===== src/rtl/uart_tx_fifo.sv =====
// UART transmitter fed by a valid/ready FIFO; runtime divisor and parity, 1 or 2 stop bits.
// Optional line-break input enabled by defining UART_TX_BREAK_EN.
module uart_tx_fifo #(
   parameter int DATA_BITS  = 8,
   parameter int FIFO_DEPTH = 8,
   parameter int STOP_BITS  = 1,
   parameter int DIV_W      = 16
) (
   input  logic                        clock,
   input  logic                        resetb,
   input  logic [DATA_BITS-1:0]        tx_data,
   input  logic                        tx_valid,
   output logic                        tx_ready,
   input  logic [DIV_W-1:0]            baud_div,
   input  logic                        parity_en,
   input  logic                        parity_odd,
`ifdef UART_TX_BREAK_EN
   input  logic                        break_req,
`endif
   output logic                        ser_tx,
   output logic                        tx_busy,
   output logic                        tx_done,
   output logic [$clog2(FIFO_DEPTH):0] fifo_level
);

   localparam int AW = $clog2(FIFO_DEPTH);
   localparam int BW = $clog2(DATA_BITS);
   localparam logic [BW-1:0] LAST_BIT = BW'(DATA_BITS - 1);
   localparam logic LAST_STOP = (STOP_BITS == 2);

   localparam logic [2:0] IDLE   = 3'd0;
   localparam logic [2:0] START  = 3'd1;
   localparam logic [2:0] DATA   = 3'd2;
   localparam logic [2:0] PARITY = 3'd3;
   localparam logic [2:0] STOP   = 3'd4;
`ifdef UART_TX_BREAK_EN
   localparam logic [2:0] BREAK  = 3'd5;
   localparam logic [2:0] GAP    = 3'd6;
`endif

   logic [DATA_BITS-1:0] mem [FIFO_DEPTH];
   logic [AW:0]          wr_ptr;
   logic [AW:0]          rd_ptr;
   logic                 full;
   logic                 empty;
   logic                 push;
   logic                 pop;
   logic                 brk;
   logic [DATA_BITS-1:0] head;

   logic [2:0]           state;
   logic [DIV_W-1:0]     div_eff;
   logic [DIV_W-1:0]     div_q;
   logic [DIV_W-1:0]     cnt;
   logic                 tick;
   logic [DATA_BITS-1:0] shreg;
   logic [BW-1:0]        bit_cnt;
   logic                 stop_cnt;
   logic                 par_en_q;
   logic                 par_bit;
   logic                 ser_q;
   logic                 done_q;

   assign empty = (wr_ptr == rd_ptr);
   assign full  = (wr_ptr[AW] != rd_ptr[AW]) && (wr_ptr[AW-1:0] == rd_ptr[AW-1:0]);
   assign push  = tx_valid & ~full;
`ifdef UART_TX_BREAK_EN
   assign brk   = break_req;
`else
   assign brk   = 1'b0;
`endif
   assign pop   = (state == IDLE) & ~empty & ~brk;
   assign head  = mem[rd_ptr[AW-1:0]];

   assign div_eff = (baud_div < DIV_W'(2)) ? DIV_W'(1) : baud_div;
   assign tick    = (cnt == '0);

   always_ff @(posedge clock) begin
      if (push) begin
         mem[wr_ptr[AW-1:0]] <= tx_data;
      end
   end

   always_ff @(posedge clock or negedge resetb) begin
      if (!resetb) begin
         wr_ptr <= '0;
         rd_ptr <= '0;
      end else begin
         if (push) begin
            wr_ptr <= wr_ptr + (AW+1)'(1);
         end
         if (pop) begin
            rd_ptr <= rd_ptr + (AW+1)'(1);
         end
      end
   end

   // Divisor and parity are captured at pop so mid-frame changes only affect later frames.
   always_ff @(posedge clock or negedge resetb) begin
      if (!resetb) begin
         state    <= IDLE;
         ser_q    <= 1'b1;
         done_q   <= 1'b0;
         cnt      <= '0;
         div_q    <= DIV_W'(1);
         shreg    <= '0;
         bit_cnt  <= '0;
         stop_cnt <= 1'b0;
         par_en_q <= 1'b0;
         par_bit  <= 1'b0;
      end else begin
         done_q <= 1'b0;
         case (state)
            IDLE: begin
               if (pop) begin
                  shreg    <= head;
                  div_q    <= div_eff;
                  cnt      <= div_eff - DIV_W'(1);
                  par_en_q <= parity_en;
                  par_bit  <= (^head) ^ parity_odd;
                  ser_q    <= 1'b0;
                  state    <= START;
               end
`ifdef UART_TX_BREAK_EN
               else if (break_req) begin
                  ser_q <= 1'b0;
                  state <= BREAK;
               end
            end
            BREAK: begin
               if (!break_req) begin
                  ser_q <= 1'b1;
                  cnt   <= div_eff - DIV_W'(1);
                  state <= GAP;
               end
`endif
            end
            default: begin
               if (!tick) begin
                  cnt <= cnt - DIV_W'(1);
               end else begin
                  cnt <= div_q - DIV_W'(1);
                  case (state)
                     START: begin
                        ser_q   <= shreg[0];
                        bit_cnt <= '0;
                        state   <= DATA;
                     end
                     DATA: begin
                        if (bit_cnt == LAST_BIT) begin
                           if (par_en_q) begin
                              ser_q <= par_bit;
                              state <= PARITY;
                           end else begin
                              ser_q    <= 1'b1;
                              stop_cnt <= 1'b0;
                              state    <= STOP;
                           end
                        end else begin
                           ser_q   <= shreg[1];
                           shreg   <= shreg >> 1;
                           bit_cnt <= bit_cnt + BW'(1);
                        end
                     end
                     PARITY: begin
                        ser_q    <= 1'b1;
                        stop_cnt <= 1'b0;
                        state    <= STOP;
                     end
                     STOP: begin
                        if (stop_cnt == LAST_STOP) begin
                           done_q <= 1'b1;
                           state  <= IDLE;
                        end else begin
                           stop_cnt <= 1'b1;
                        end
                     end
                     default: begin
                        ser_q <= 1'b1;
                        state <= IDLE;
                     end
                  endcase
               end
            end
         endcase
      end
   end

   assign ser_tx     = ser_q;
   assign tx_done    = done_q;
   assign tx_ready   = ~full;
   assign fifo_level = wr_ptr - rd_ptr;
   assign tx_busy    = (state != IDLE) | (fifo_level != '0);

endmodule


===== config.mk =====
export PLATFORM = sky130hd
export DESIGN_NAME = uart_tx_fifo
export DESIGN_NICKNAME = d
export VERILOG_FILES = /design/src/rtl/uart_tx_fifo.sv
export SDC_FILE = /design/constraint.sdc
export NUM_CORES = 1
export LEC_CHECK = 0
export CORE_ASPECT_RATIO = 0.75
export CORE_MARGIN = 1.5
export CORE_UTILIZATION = 45
export CTS_CLUSTER_SIZE = 24
export DETAILED_ROUTE_END_ITERATION = 10
export SLEW_MARGIN = 20
export SYNTH_ARGS = -nofsm -noshare
export SYNTH_HDL_FRONTEND = slang
export SYNTH_SLANG_ARGS = --single-unit

===== constraint.sdc =====
create_clock -name clock -period 4 [get_ports clock]
set_input_delay 0.4 -clock clock [delete_from_list [all_inputs] [get_ports clock]]
set_output_delay 0.4 -clock clock [all_outputs]
set_load 0.02 [all_outputs]

Word level (Yosys, flattened, before mapping)
Memories as Yosys holds them, arrays and structs flattened. Index checks and enable logic that the tools add are counted.

Flip-flop bits (word level): 59. Bits in writable memories: 64. Output and inout bits: 8. Logic and storage cells: 94. Memories kept: 1.

Memory list: mem (depth 8, width 8, rd ports 1, clocked after Yosys merged registers in 0, wr ports 1, RTL line 41) `logic [DATA_BITS-1:0] mem [FIFO_DEPTH];`.

$add $sub $neg: 7. $lt $le $gt $ge: 1. Eq/ne operators: 16. Multiplexer cells: 34. Bitwise gates (word level): 7. Reductions and logical operators: 16.

Operator list (number): $mux W16 (4); $sub A16 B1 Y16 const B (3); $mux W8 (5); $mux W3 (7); $logic_not A16 Y1 (1); $lt A16 B2 Y1 const B (1); $mux W1 (14); $ne A2 B2 Y1 const B (6); $pmux W3 S4 (1); $reduce_and A4 Y1 (3); $add A4 B1 Y4 const B (2); $reduce_xor A8 Y1 (1); $eq A3 B2 Y1 const B (2); $eq A3 B3 Y1 const B (2); $ne A3 B3 Y1 const B (2); $pmux W1 S3 (2); $pmux W3 S2 (1); $reduce_bool A2 Y1 (3); $reduce_bool A3 Y1 (2); $reduce_and A5 Y1 (1); $eq A4 B4 Y1 (1); $reduce_bool A4 Y1 (1); $sub A4 B4 Y4 (1); $add A3 B1 Y3 const B (1); other kinds (11) (14).

Logic depth before layout (Yosys ltp)
Depth in word-level cells: 6. Mapped depth: 13. Gate-level depth less buffers: 12.

Least setup slack after synthesis
No wires, ideal clock.

Path kind: reg-to-reg. Start point: reg rd_ptr[1]. End point: mem mem[0][0], enable pin. Setup time: 383 ps. Data arrival time: 2575 ps. Data required time: 3617 ps. Slack: 1042 ps. Stages on the path, launching flop included: 9. Buffers on the path: 2. Cell sequence: dfrtp_1 -> clkbuf_1 -> buf_1 -> inv_1 -> ha_1 -> nand3_1 -> nand2b_1 -> nand3_1 -> nor3_1.

Longest elaborated chain between the ends: 6.

Ends and longest elaborated chain: start, declared (RTL line 43) `logic [AW:0] rd_ptr;`; start signal, assigned (RTL line 93) `rd_ptr <= rd_ptr + (AW+1)'(1);`; $eq A3 B3 Y1 (RTL line 65) `assign full = (wr_ptr[AW] != rd_ptr[AW]) && (wr_ptr[AW-1:0] == rd_ptr[AW-1:0]);`; $logic_and A1 B1 Y1 (RTL line 65); $not A1 Y1; named net tx_ready (RTL line 13) `output logic tx_ready,`; $and A1 B1 Y1 (RTL line 66) `assign push = tx_valid & ~full;`; $mux W1 (RTL line 79) `if (push) begin`; $mux W1 (implied by the code) (RTL line 80) `mem[wr_ptr[AW-1:0]] <= tx_data;`; end, declared (RTL line 41).

The timed path passes the listed nets, and every way through them passes these cells.

Worst setup path in the final report
Start point: reg state[2]. End point: out tx_busy.

Longest elaborated chain between the ends: 2.

Ends and longest elaborated chain: start, declared (RTL line 51) `logic [2:0] state;`; start signal, assigned (RTL line 101) `state <= IDLE;`; start signal, assigned (RTL line 122) `state <= START;`; start signal, assigned (RTL line 147) `state <= DATA;`; $reduce_bool A3 Y1 (RTL line 193) `assign tx_busy = (state != IDLE) | (fifo_level != '0);`; $or A1 B1 Y1 (RTL line 193); end, declared (RTL line 21) `output logic tx_busy,`.

No other way between the ends.

==> flow_summary.json <==
{
  "crit_fanout": 25,
  "tritoncts": "done",
  "timing.setup.critical_path_class": "reg -> out",
  "status": "complete, no violations",
  "worstPathArrival_ns": 3.12,
  "place_hpwl_um": 9260,
  "grt_start_max_net_pins": 32,
  "postSynthRegisterBits": 122,
  "critPathRequiredTime_ns": 3.60,
  "worst_skew_pair.late_latency_ns": 0.41,
  "grt_pass1_vias": 4042,
  "synthesis.instances": 512,
  "detail_route.wirelength_um": 13300,
  "fin_skew_ns": 0.00884,
  "vdd_ir_drop_max_uv": 741,
  "hp-class": "in -> async",
  "ys.flop_type": "edfxtp_1",
  "placement.cell_area_um2": 6450,
  "worst_slew_pin_slew_ns": 0.903,
  "finalNetCount": 596,
  "post_route_insts_no_fill": 737,
  "cap_violations": 0,
  "cellPowerDensity_nw_per_um2": 800,
  "grt_setup_unrepaired": "false",
  "total_nets_after_synthesis": 550,
  "grt_antenna_before_repair": 0,
  "count_of_routing_violations_after_the_opening_detailed_route_iteration": 448,
  "dieArea_um2": 13800,
  "final_tns_setup_ns": 0,
  "gp_routability_congestion": 0.960,
  "num_antenna_cells": 0,
  "area_delta_synth_final_pct": 19.1,
  "fmax_mhz": 284,
  "grt_pass1_wl_um": 22000,
  "dpl.cell_count": 705,
  "global_route.overflow_total": 0,
  "hold_buffers": 0,
  "global_route.usage.total": 0.213,
  "clkSinkCount": 122,
  "final_cell_area_um2": 7010,
  "critPathLaunchType": "flip-flop",
  "cts_made_buffers": 17,
  "number_of_synthesized_flops_with_an_enable_pin": 64,
  "synth_cell_area_um2": 5880,
  "slew_headroom": 0.396,
  "synthesized_area_per_cell_um2": 11.5,
  "drcViolationCount": 0,
  "initial_utilization": 0.470,
  "clock_tree.htree_level_count": 4,
  "per_cell_via_count_in_the_routed_design": 5.54,
  "ys_async_rst_share": 0.475,
  "cts.clk_slew.worst_paths_ns": 0.06,
  "antenna_violating_nets_post_route": 0,
  "period_share": 0.879,
  "floorplan.core_area_um2": 12500,
  "final_period_minus_worst_setup_slack_ns": 3.52,
  "clock_path_buffers": 2,
  "n_fill_cell": 1094,
  "row_count": 35,
  "synth_seq_area_share": 0.574,
  "numPortBuffers": 36,
  "post_synth_num_cell_types": 58,
  "leakage_nw": 2.69,
  "detail_route.wl_per_cell_um": 18.1,
  "kind_of_end_point_of_the_critical_path": "output pin",
  "synth.yosys.warnings": 0,
  "total_count_of_hold_check_failures_in_the_final_report": 0,
  "drive_gt1_frac": 0.133,
  "worst-r2r-cell-count": 7,
  "die_height_um": 102,
  "die_width_um": 135,
  "count_of_boundary_i_o_pins": 37,
  "drt_pass1_iterations": 5,
  "post-cts-setup-buffer-count": 0,
  "routed-via-count": 4085,
  "slew_violations": 0,
  "clock-root-buffer": "clkbuf_16",
  "setup-violations-final": 0,
  "cts.repair.resized": 0
}
## final timing paths
path                       slack [ns]                   end                 start
setup / recovery                 0.48               tx_busy  state[2]$_DFFE_PN0P_
hold / removal                   0.05     tx_done$_DFF_PN0_                resetb
setup reg to reg                 0.89   cnt[15]$_DFFE_PN0P_  state[2]$_DFFE_PN0P_
hold reg to reg                  0.49  div_q[9]$_DFFE_PN0P_  div_q[9]$_DFFE_PN0P_
max in group asynchronous        3.08    cnt[7]$_DFFE_PN0P_                resetb
min in group clock               0.49  div_q[9]$_DFFE_PN0P_  div_q[9]$_DFFE_PN0P_
## final cells by class
| class | instances | area [um2] | area share |
|---|---|---|---|
| flip-flops and latches | 122 | 3380 | 0.482 |
| clock buffers | 19 | 433 | 0.0618 |
| well taps | 166 | 208 | 0.0296 |
| inverters | 10 | 37.5 | 0.00536 |
| multi-input cells | 356 | 2360 | 0.336 |
| repair buffers | 51 | 468 | 0.0668 |
| clock inverters | 13 | 129 | 0.0184 |
## Yosys cell counts (6+ instances only)
| cell type | count | area share |
|---|---|---|
| dfrtp_1 | 56 | 0.24 |
| mux2_2 | 10 | 0.019 |
| xor2_1 | 7 | 0.010 |
| inv_1 | 9 | 0.0057 |
| nor3_1 | 12 | 0.010 |
| mux2i_1 | 16 | 0.027 |
| xnor2_1 | 17 | 0.025 |
| mux4_2 | 12 | 0.046 |
| nand2_1 | 88 | 0.056 |
| edfxtp_1 | 64 | 0.33 |
| ha_1 | 8 | 0.017 |
| nor4_1 | 6 | 0.0064 |
| a31oi_1 | 8 | 0.0085 |
| o21ai_0 | 28 | 0.024 |
| o22ai_1 | 8 | 0.0085 |
| nand3_1 | 14 | 0.012 |
| clkbuf_1 | 13 | 0.0083 |
| nor2_1 | 40 | 0.026 |
| a21oi_1 | 30 | 0.026 |
## state kept, by name, indices dropped and copies added (netlist names), 3 cells and up
register	count
state	3
bit_cnt	3
div_q	16
wr_ptr	4
mem	64
cnt	16
rd_ptr	4
shreg	8
## where the power goes
group | internal, W | total [W] | switching (W)
logic | 0.00100 | 0.00220 | 0.00120
registers | 0.00169 | 0.00195 | 0.000261
clock network | 0.000907 | 0.00146 | 0.000549
## stage by stage
step | total power [W] | worst slack (ns) | util | hold slack (ns)
floorplan | 0.00352 | 1.04 | - | 0.104
global placement | 0.00413 | 0.966 | 0.515 | 0.468
detailed placement | 0.00416 | 0.922 | 0.515 | 0.468
CTS | 0.00564 | 0.484 | 0.560 | 0.0678
global route | 0.00597 | 0.364 | 0.560 | 0.101
finish | 0.00561 | 0.484 | 0.560 | 0.0479
## kinds of logic after synthesis
group,share of synthesized area
and+or+nand+nor,0.144
DFF,0.574
AOI/OAI and AO/OA,0.103
muxes,0.0923
buffers and inverters,0.0266
xor gates and xnor gates,0.0396
adders and majority gates,0.0204
## worst max-delay path, cell delays in order, from the launching register on
cell             delay (ns)
dfrtp_1                0.51
or3_1                  0.77
buf_4                  0.33
or4_1                  0.53
clkdlybuf4s50_1        0.56
## layout by cell type (no fill, tap or decap), types with 12 or more instances in the layout
master	n
o21ai_0	27
dfrtp_1	56
clkdlybuf4s50_1	35
buf_4	15
nand2_1	88
clkbuf_16	17
xnor2_1	17
mux4_2	12
mux2i_1	16
nor2_1	40
nor3_1	12
nand3_1	14
edfxtp_1	64
a21oi_1	30
## routing by layer
| metal | up-vias | wire (um) | track usage |
|---|---|---|---|
| met4 | 0 | 90 | 0.0488 |
| li1 | 1960 | - | - |
| met1 | 1979 | 6930 | 0.337 |
| met3 | 11 | 906 | 0.0521 |
| met5 | - | 0 | 0 |
| met2 | 135 | 5410 | 0.294 |
No activity file was read; power rests on OpenSTA's default activity.
